## config.mk

```make
export PLATFORM = sky130hd
export DESIGN_NAME = branch_sequencer
export DESIGN_NICKNAME = d
export VERILOG_FILES = /design/src/rtl/branch_sequencer_pkg.sv /design/src/rtl/branch_sequencer.sv
export SDC_FILE = /design/constraint.sdc
export NUM_CORES = 1
export LEC_CHECK = 0
export CAP_MARGIN = 20
export CORE_MARGIN = 2
export CORE_UTILIZATION = 41
export DETAILED_ROUTE_END_ITERATION = 10
export PLACE_DENSITY = 0.84
export SLEW_MARGIN = 30
export SYNTH_ARGS = -nofsm -noshare
export SYNTH_HDL_FRONTEND = slang
export SYNTH_SLANG_ARGS = --single-unit
```

## constraint.sdc

```tcl
create_clock -name clk -period 2.8 [get_ports clk]
set_input_delay 0.7 -clock clk [delete_from_list [all_inputs] [get_ports clk]]
set_output_delay 0.7 -clock clk [all_outputs]
set_load 0.1 [all_outputs]
```

## src/rtl/branch_sequencer_pkg.sv

```systemverilog
// Shared control definitions for the branch execute sequencer and the
// branch-condition evaluator: state encoding, branch opcode, condition codes
// and the per-state datapath strobe decode.
package branch_sequencer_pkg;

  // Execute-phase state encoding
  typedef enum logic [2:0] {
    ST_IDLE = 3'd0,
    ST_T3   = 3'd1,
    ST_T4   = 3'd2,
    ST_T5   = 3'd3,
    ST_T6   = 3'd4
  } state_e;

  // Instruction format fields
  localparam int unsigned IR_W       = 32;
  localparam int unsigned OPCODE_W   = 5;
  localparam int unsigned OPCODE_LSB = 27;

  localparam logic [OPCODE_W-1:0] BR_OPCODE = 5'b10010;

  // Condition codes carried in IR[20:19], decoded by the evaluator
  localparam logic [1:0] CC_ZERO    = 2'b00;
  localparam logic [1:0] CC_NONZERO = 2'b01;
  localparam logic [1:0] CC_POS     = 2'b10;
  localparam logic [1:0] CC_NEG     = 2'b11;

  // Datapath strobes driven by the sequencer (pc_in handled separately)
  typedef struct packed {
    logic gra;
    logic r_out;
    logic pc_out;
    logic y_in;
    logic c_out;
    logic alu_add;
    logic z_in;
    logic zlow_out;
  } strobe_t;

  // Moore decode of the strobes asserted in each state
  function automatic strobe_t strobes_for(state_e s);
    strobe_t st;
    st = '0;
    case (s)
      ST_T3: begin
        st.gra   = 1'b1;
        st.r_out = 1'b1;
      end
      ST_T4: begin
        st.pc_out = 1'b1;
        st.y_in   = 1'b1;
      end
      ST_T5: begin
        st.c_out   = 1'b1;
        st.alu_add = 1'b1;
        st.z_in    = 1'b1;
      end
      ST_T6: begin
        st.zlow_out = 1'b1;
      end
      default: st = '0;
    endcase
    return st;
  endfunction

endpackage

```

## src/rtl/branch_sequencer.sv

```systemverilog
// Branch execute sequencer. Steps the datapath through T3..T6 for a branch
// instruction: reads Ra and latches the evaluator result into CON (T3),
// forms PC + C (T4/T5), and loads PC from Z only when CON is set (T6).
//
// Ports:
//   clk, clr_n        clock (rising edge) and async active-low reset
//   start             one-cycle request: IR holds a branch instruction
//   stall             freeze the sequence in its current state
//   ir                instruction register contents
//   cond_true         evaluator condition result, valid during T3
//   gra..zlow_out     datapath control strobes
//   pc_in             load PC in T6 when the branch is taken
//   con_q             latched CON flip-flop
//   busy, done        sequencer active / final execute cycle
//   taken_cnt         wrapping count of taken branches
//
// All outputs are registered: strobes are decoded from the next state so they
// line up with the state register in the same cycle.
module branch_sequencer
  import branch_sequencer_pkg::*;
#(
  parameter int unsigned CNT_W = 16
) (
  input  logic             clk,
  input  logic             clr_n,
  input  logic             start,
  input  logic             stall,
  input  logic [31:0]      ir,
  input  logic             cond_true,
  output logic             gra,
  output logic             r_out,
  output logic             pc_out,
  output logic             y_in,
  output logic             c_out,
  output logic             alu_add,
  output logic             z_in,
  output logic             zlow_out,
  output logic             pc_in,
  output logic             con_q,
  output logic             busy,
  output logic             done,
  output logic [CNT_W-1:0] taken_cnt
);

  state_e            r_state;
  state_e            w_next_state;
  logic              w_capture_ir;
  logic              w_sample_con;
  logic              w_count;

  logic [IR_W-1:0]   r_ir_q;
  logic              r_con_q;
  logic [CNT_W-1:0]  r_taken_cnt;
  strobe_t           r_strobes;
  logic              r_pc_in;
  logic              r_busy;
  logic              r_done;

  // State register
  always_ff @(posedge clk or negedge clr_n) begin
    if (!clr_n) begin
      r_state <= ST_IDLE;
    end else begin
      r_state <= w_next_state;
    end
  end

  // Next-state and per-cycle control; stall leaves everything as is
  always_comb begin
    w_next_state = r_state;
    w_capture_ir = 1'b0;
    w_sample_con = 1'b0;
    w_count      = 1'b0;
    if (!stall) begin
      case (r_state)
        ST_IDLE: begin
          if (start) begin
            w_next_state = ST_T3;
            w_capture_ir = 1'b1;
          end
        end
        ST_T3: begin
          w_next_state = ST_T4;
          w_sample_con = 1'b1;
        end
        ST_T4: w_next_state = ST_T5;
        ST_T5: w_next_state = ST_T6;
        ST_T6: begin
          // Count on the edge leaving T6 so a stalled T6 counts only once
          w_count = r_con_q;
          if (start) begin
            w_next_state = ST_T3;
            w_capture_ir = 1'b1;
          end else begin
            w_next_state = ST_IDLE;
          end
        end
        default: w_next_state = ST_IDLE;
      endcase
    end
  end

  // Datapath state, counter and registered outputs
  always_ff @(posedge clk or negedge clr_n) begin
    if (!clr_n) begin
      r_ir_q      <= '0;
      r_con_q     <= 1'b0;
      r_taken_cnt <= '0;
      r_strobes   <= '0;
      r_pc_in     <= 1'b0;
      r_busy      <= 1'b0;
      r_done      <= 1'b0;
    end else begin
      if (w_capture_ir) begin
        r_ir_q <= ir;
      end
      if (w_sample_con) begin
        r_con_q <= cond_true;
      end
      if (w_count) begin
        r_taken_cnt <= r_taken_cnt + CNT_W'(1);
      end
      r_strobes <= strobes_for(w_next_state);
      // CON is already final by the time T6 is entered (latched leaving T3)
      r_pc_in   <= (w_next_state == ST_T6) && r_con_q;
      r_busy    <= (w_next_state != ST_IDLE);
      r_done    <= (w_next_state == ST_T6);
    end
  end

  // Main control must only hand over branch instructions
  a_branch_ir : assert property (@(posedge clk) disable iff (!clr_n)
    (r_state != ST_IDLE) |-> (!$isunknown(r_ir_q) &&
                               (r_ir_q[OPCODE_LSB +: OPCODE_W] == BR_OPCODE)));

  assign gra       = r_strobes.gra;
  assign r_out     = r_strobes.r_out;
  assign pc_out    = r_strobes.pc_out;
  assign y_in      = r_strobes.y_in;
  assign c_out     = r_strobes.c_out;
  assign alu_add   = r_strobes.alu_add;
  assign z_in      = r_strobes.z_in;
  assign zlow_out  = r_strobes.zlow_out;
  assign pc_in     = r_pc_in;
  assign con_q     = r_con_q;
  assign busy      = r_busy;
  assign done      = r_done;
  assign taken_cnt = r_taken_cnt;

endmodule

```

==> impl_metrics.py <==
metrics = {
    "place": {
        "gp_congestion": 0.756,
        "port_buffers": 32,
        "post-dp-hpwl_mm": 1.69,
        "dp_cells": 161,
        "pre_cts_ws_ps": 215,
        "placed_area_sq_um": 1460,
    },
    "timing": {
        "fin_ws_ps": 553,
        "setup_tns_ps": 0,
        "rsz0062_at_grt": "no",
        "fin_skew_ps": 4.97,
        "period_share": 0.803,
        "maxSlewViolCount": 0,
        "min_period_ps": 2250,
        "setup_violations": 0,
        "max_clock_freq_ghz": 0.445,
        "max_slew_margin": 0.739,
        "worstMarginPinSlew_ps": 386,
        "hold_viol_final": 0,
    },
    "yosys": {
        "async_flop_share": 1.00,
        "ys_seq_area_frac": 0.540,
        "syn_area_sq_um": 1200,
        "synthAdderAreaFrac": 0.0104,
        "muxShareOfSynthArea": 0.0187,
        "synth.distinct_cells": 31,
        "synth-xor-area-share": 0.109,
        "yosys.area_share.simple": 0.228,
        "avgSynthCellArea_sq_um": 11.7,
        "synthCells": 103,
        "synth_top_family_by_area": "simple AND/OR/NAND/NOR gates",
        "synth-seq-cells": 26,
        "synth-compound-area-share": 0.0312,
        "syn-num-nets": 141,
        "synth_ff_type": "dfrtp_1",
        "synth_warnings": 0,
        "synth_edf_count": 0,
    },
    "floorplan": {
        "die_x_um": 58.2,
        "rows": 19,
        "core_area_sq_um": 2780,
        "die_area_sq_um": 3390,
        "ios": 65,
        "dieHeight_um": 58.2,
        "initial_core_util": 0.433,
    },
    "clocking": {
        "cts_resized": 0,
        "cts_tree": "yes",
        "post-cts-setup-buffers": 0,
        "cts_hold_buf": 0,
        "htree_levels": 1,
        "insertion_delay_ps": 310,
        "clk_root_buffer_cell": "clkbuf_4",
        "cts_sinks": 26,
        "numCtsBuffers": 3,
        "clk_transition_reported_paths_ps": 140,
        "cts_max_path_buffers": 2,
    },
    "global_route": {
        "grt_first_pass_wirelength_mm": 3.78,
        "track_usage": 0.148,
        "antenna_found_initial": 0,
        "grt_max_degree": 27,
        "grt_pass1_vias": 890,
        "overflow": 0,
    },
    "finish": {
        "drive_gt1_frac": 0.321,
        "fillerInstances": 245,
        "stdcell_area_sq_um": 1490,
        "syn_to_final_growth_pct": 23.9,
        "diodes": 0,
        "nets": 173,
        "stdcell_count": 165,
    },
    "worst_setup_path": {
        "crit_path_start": "stall",
        "critPathMaxFanout": 6,
        "crit_type": "in -> reg",
        "cp-start-kind": "input port",
        "endpoint_kind": "flip-flop",
        "worstPathArrival_ps": 2500,
        "regToRegStartpoint": "r_state[1]",
        "cp.required_ps": 3050,
    },
    "power": {
        "p_total_mw": 1.48,
        "power_density_nw_per_um2": 993,
        "leakage_nw": 0.807,
        "vdd_drop_max_mv": 0.913,
    },
    "detailed_routing": {
        "met2_length_mm": 1.22,
        "avgViaCountPerCell": 5.01,
        "routed_wl_mm": 2.22,
        "drc": 0,
        "drtAntennaViolNets": 0,
        "highest_layer": "met4",
        "dr_total_vias": 826,
        "post_drt_wl_per_cell_um": 13.5,
        "wirelength_met1_um": 882,
        "drtIter0Drc": 8,
        "dr.pass1.iters": 4,
        "wl_met3_um": 90,
    },
    "hold_path": {
        "min_from": "taken_cnt[15]",
        "min_path_type": "reg -> reg",
    },
    "outcome": {
        "outcome": "finished clean",
    },
    "run": {
        "cap_viol_max_count": 0,
    },
}
[routing by layer]
layer  vias up  track usage
li1        405            -
met4         0       0.0698
met2        20        0.278
met3         4       0.0268
met1       397        0.159
met5         -            0
[worst max-delay path, stage by stage]
cell             delay [ps]
clkdlybuf4s50_1         420
nand4bb_4               250
or4b_1                  720
nor3_4                  250
xor2_1                  150
[layout by cell type, fill, tap and decap left out, types with 4 or more instances in the layout]
cell type / synthesis / routed
dfrtp_1: 26 / 26
xor2_1: 9 / 9
nand3_1: 6 / 6
buf_4: 6 / 31
inv_1: 4 / 4
nand2_1: 9 / 9
clkdlybuf4s50_1: 0 / 4
xnor2_1: 6 / 6
nor2_1: 6 / 6
[power by group]
| group | switching (mW) | leakage (nW) | internal (mW) | total (mW) |
|---|---|---|---|---|
| registers | 0.0802 | 0.346 | 0.439 | 0.519 |
| clock network | 0.109 | 0.0210 | 0.0794 | 0.188 |
| logic | 0.618 | 0.440 | 0.157 | 0.775 |
[area by class of cell]
type | count | area (sq um) | area share
flip-flops and latches | 26 | 651 | 0.436
inverters | 4 | 15.0 | 0.0101
repair buffers | 35 | 273 | 0.183
clock buffers | 4 | 36.3 | 0.0243
well taps | 31 | 38.8 | 0.0260
multi-input cells | 65 | 479 | 0.321
[worst paths after layout]
| path | to | slack [ps] | cells past startpoint |
|---|---|---|---|
| worst max-delay path | taken_cnt[13] | 550 | 5 |
| worst min-delay path | taken_cnt[15] | 490 | 1 |
| worst max register to register | taken_cnt[13] | 890 | 4 |
| worst min register to register | taken_cnt[15] | 490 | 1 |
| max in group asynchronous | r_state[0] | 1810 | 2 |
| min in group asynchronous | taken_cnt[1] | 740 | 2 |
[registers in the layout, summed over array words and instances (netlist names)]
name,flops
busy,1
gra,1
r_state,3
pc_in,1
con_q,1
alu_add,1
pc_out,1
done,1
taken_cnt,16
[kinds of logic (layout without fill, tap and decap cells)]
logic type      after synthesis  in the layout
compound gates                6              6
xor+xnor                     15             15
fa+ha+maj                     1              1
buf+inv                      12             43
flops                        26             26
mux                           2              2
simple gates                 41             41
[synthesized netlist by cell type (2+ instances only)]
| library cell | n | area (sq um) |
|---|---|---|
| dfrtp_1 | 26 | 651 |
| nor2_1 | 6 | 22.5 |
| xor2_1 | 9 | 78.8 |
| and3_1 | 3 | 18.8 |
| buf_4 | 6 | 45.0 |
| inv_1 | 4 | 15.0 |
| a21oi_1 | 3 | 15.0 |
| mux2_2 | 2 | 22.5 |
| xnor2_1 | 6 | 52.6 |
| nor3_1 | 2 | 10.0 |
| nand3_1 | 6 | 30.0 |
| nor3_4 | 2 | 32.5 |
| nand2_1 | 9 | 33.8 |
| nand2b_1 | 2 | 12.5 |
[stage by stage]
stage               utilization  hold slack [ps]
global route              0.537              513
finish                    0.537              486
global placement          0.524              459
floorplan                     -              404
detailed placement        0.524              468
CTS                       0.537              487
Power figures use the tool's default switching activity.
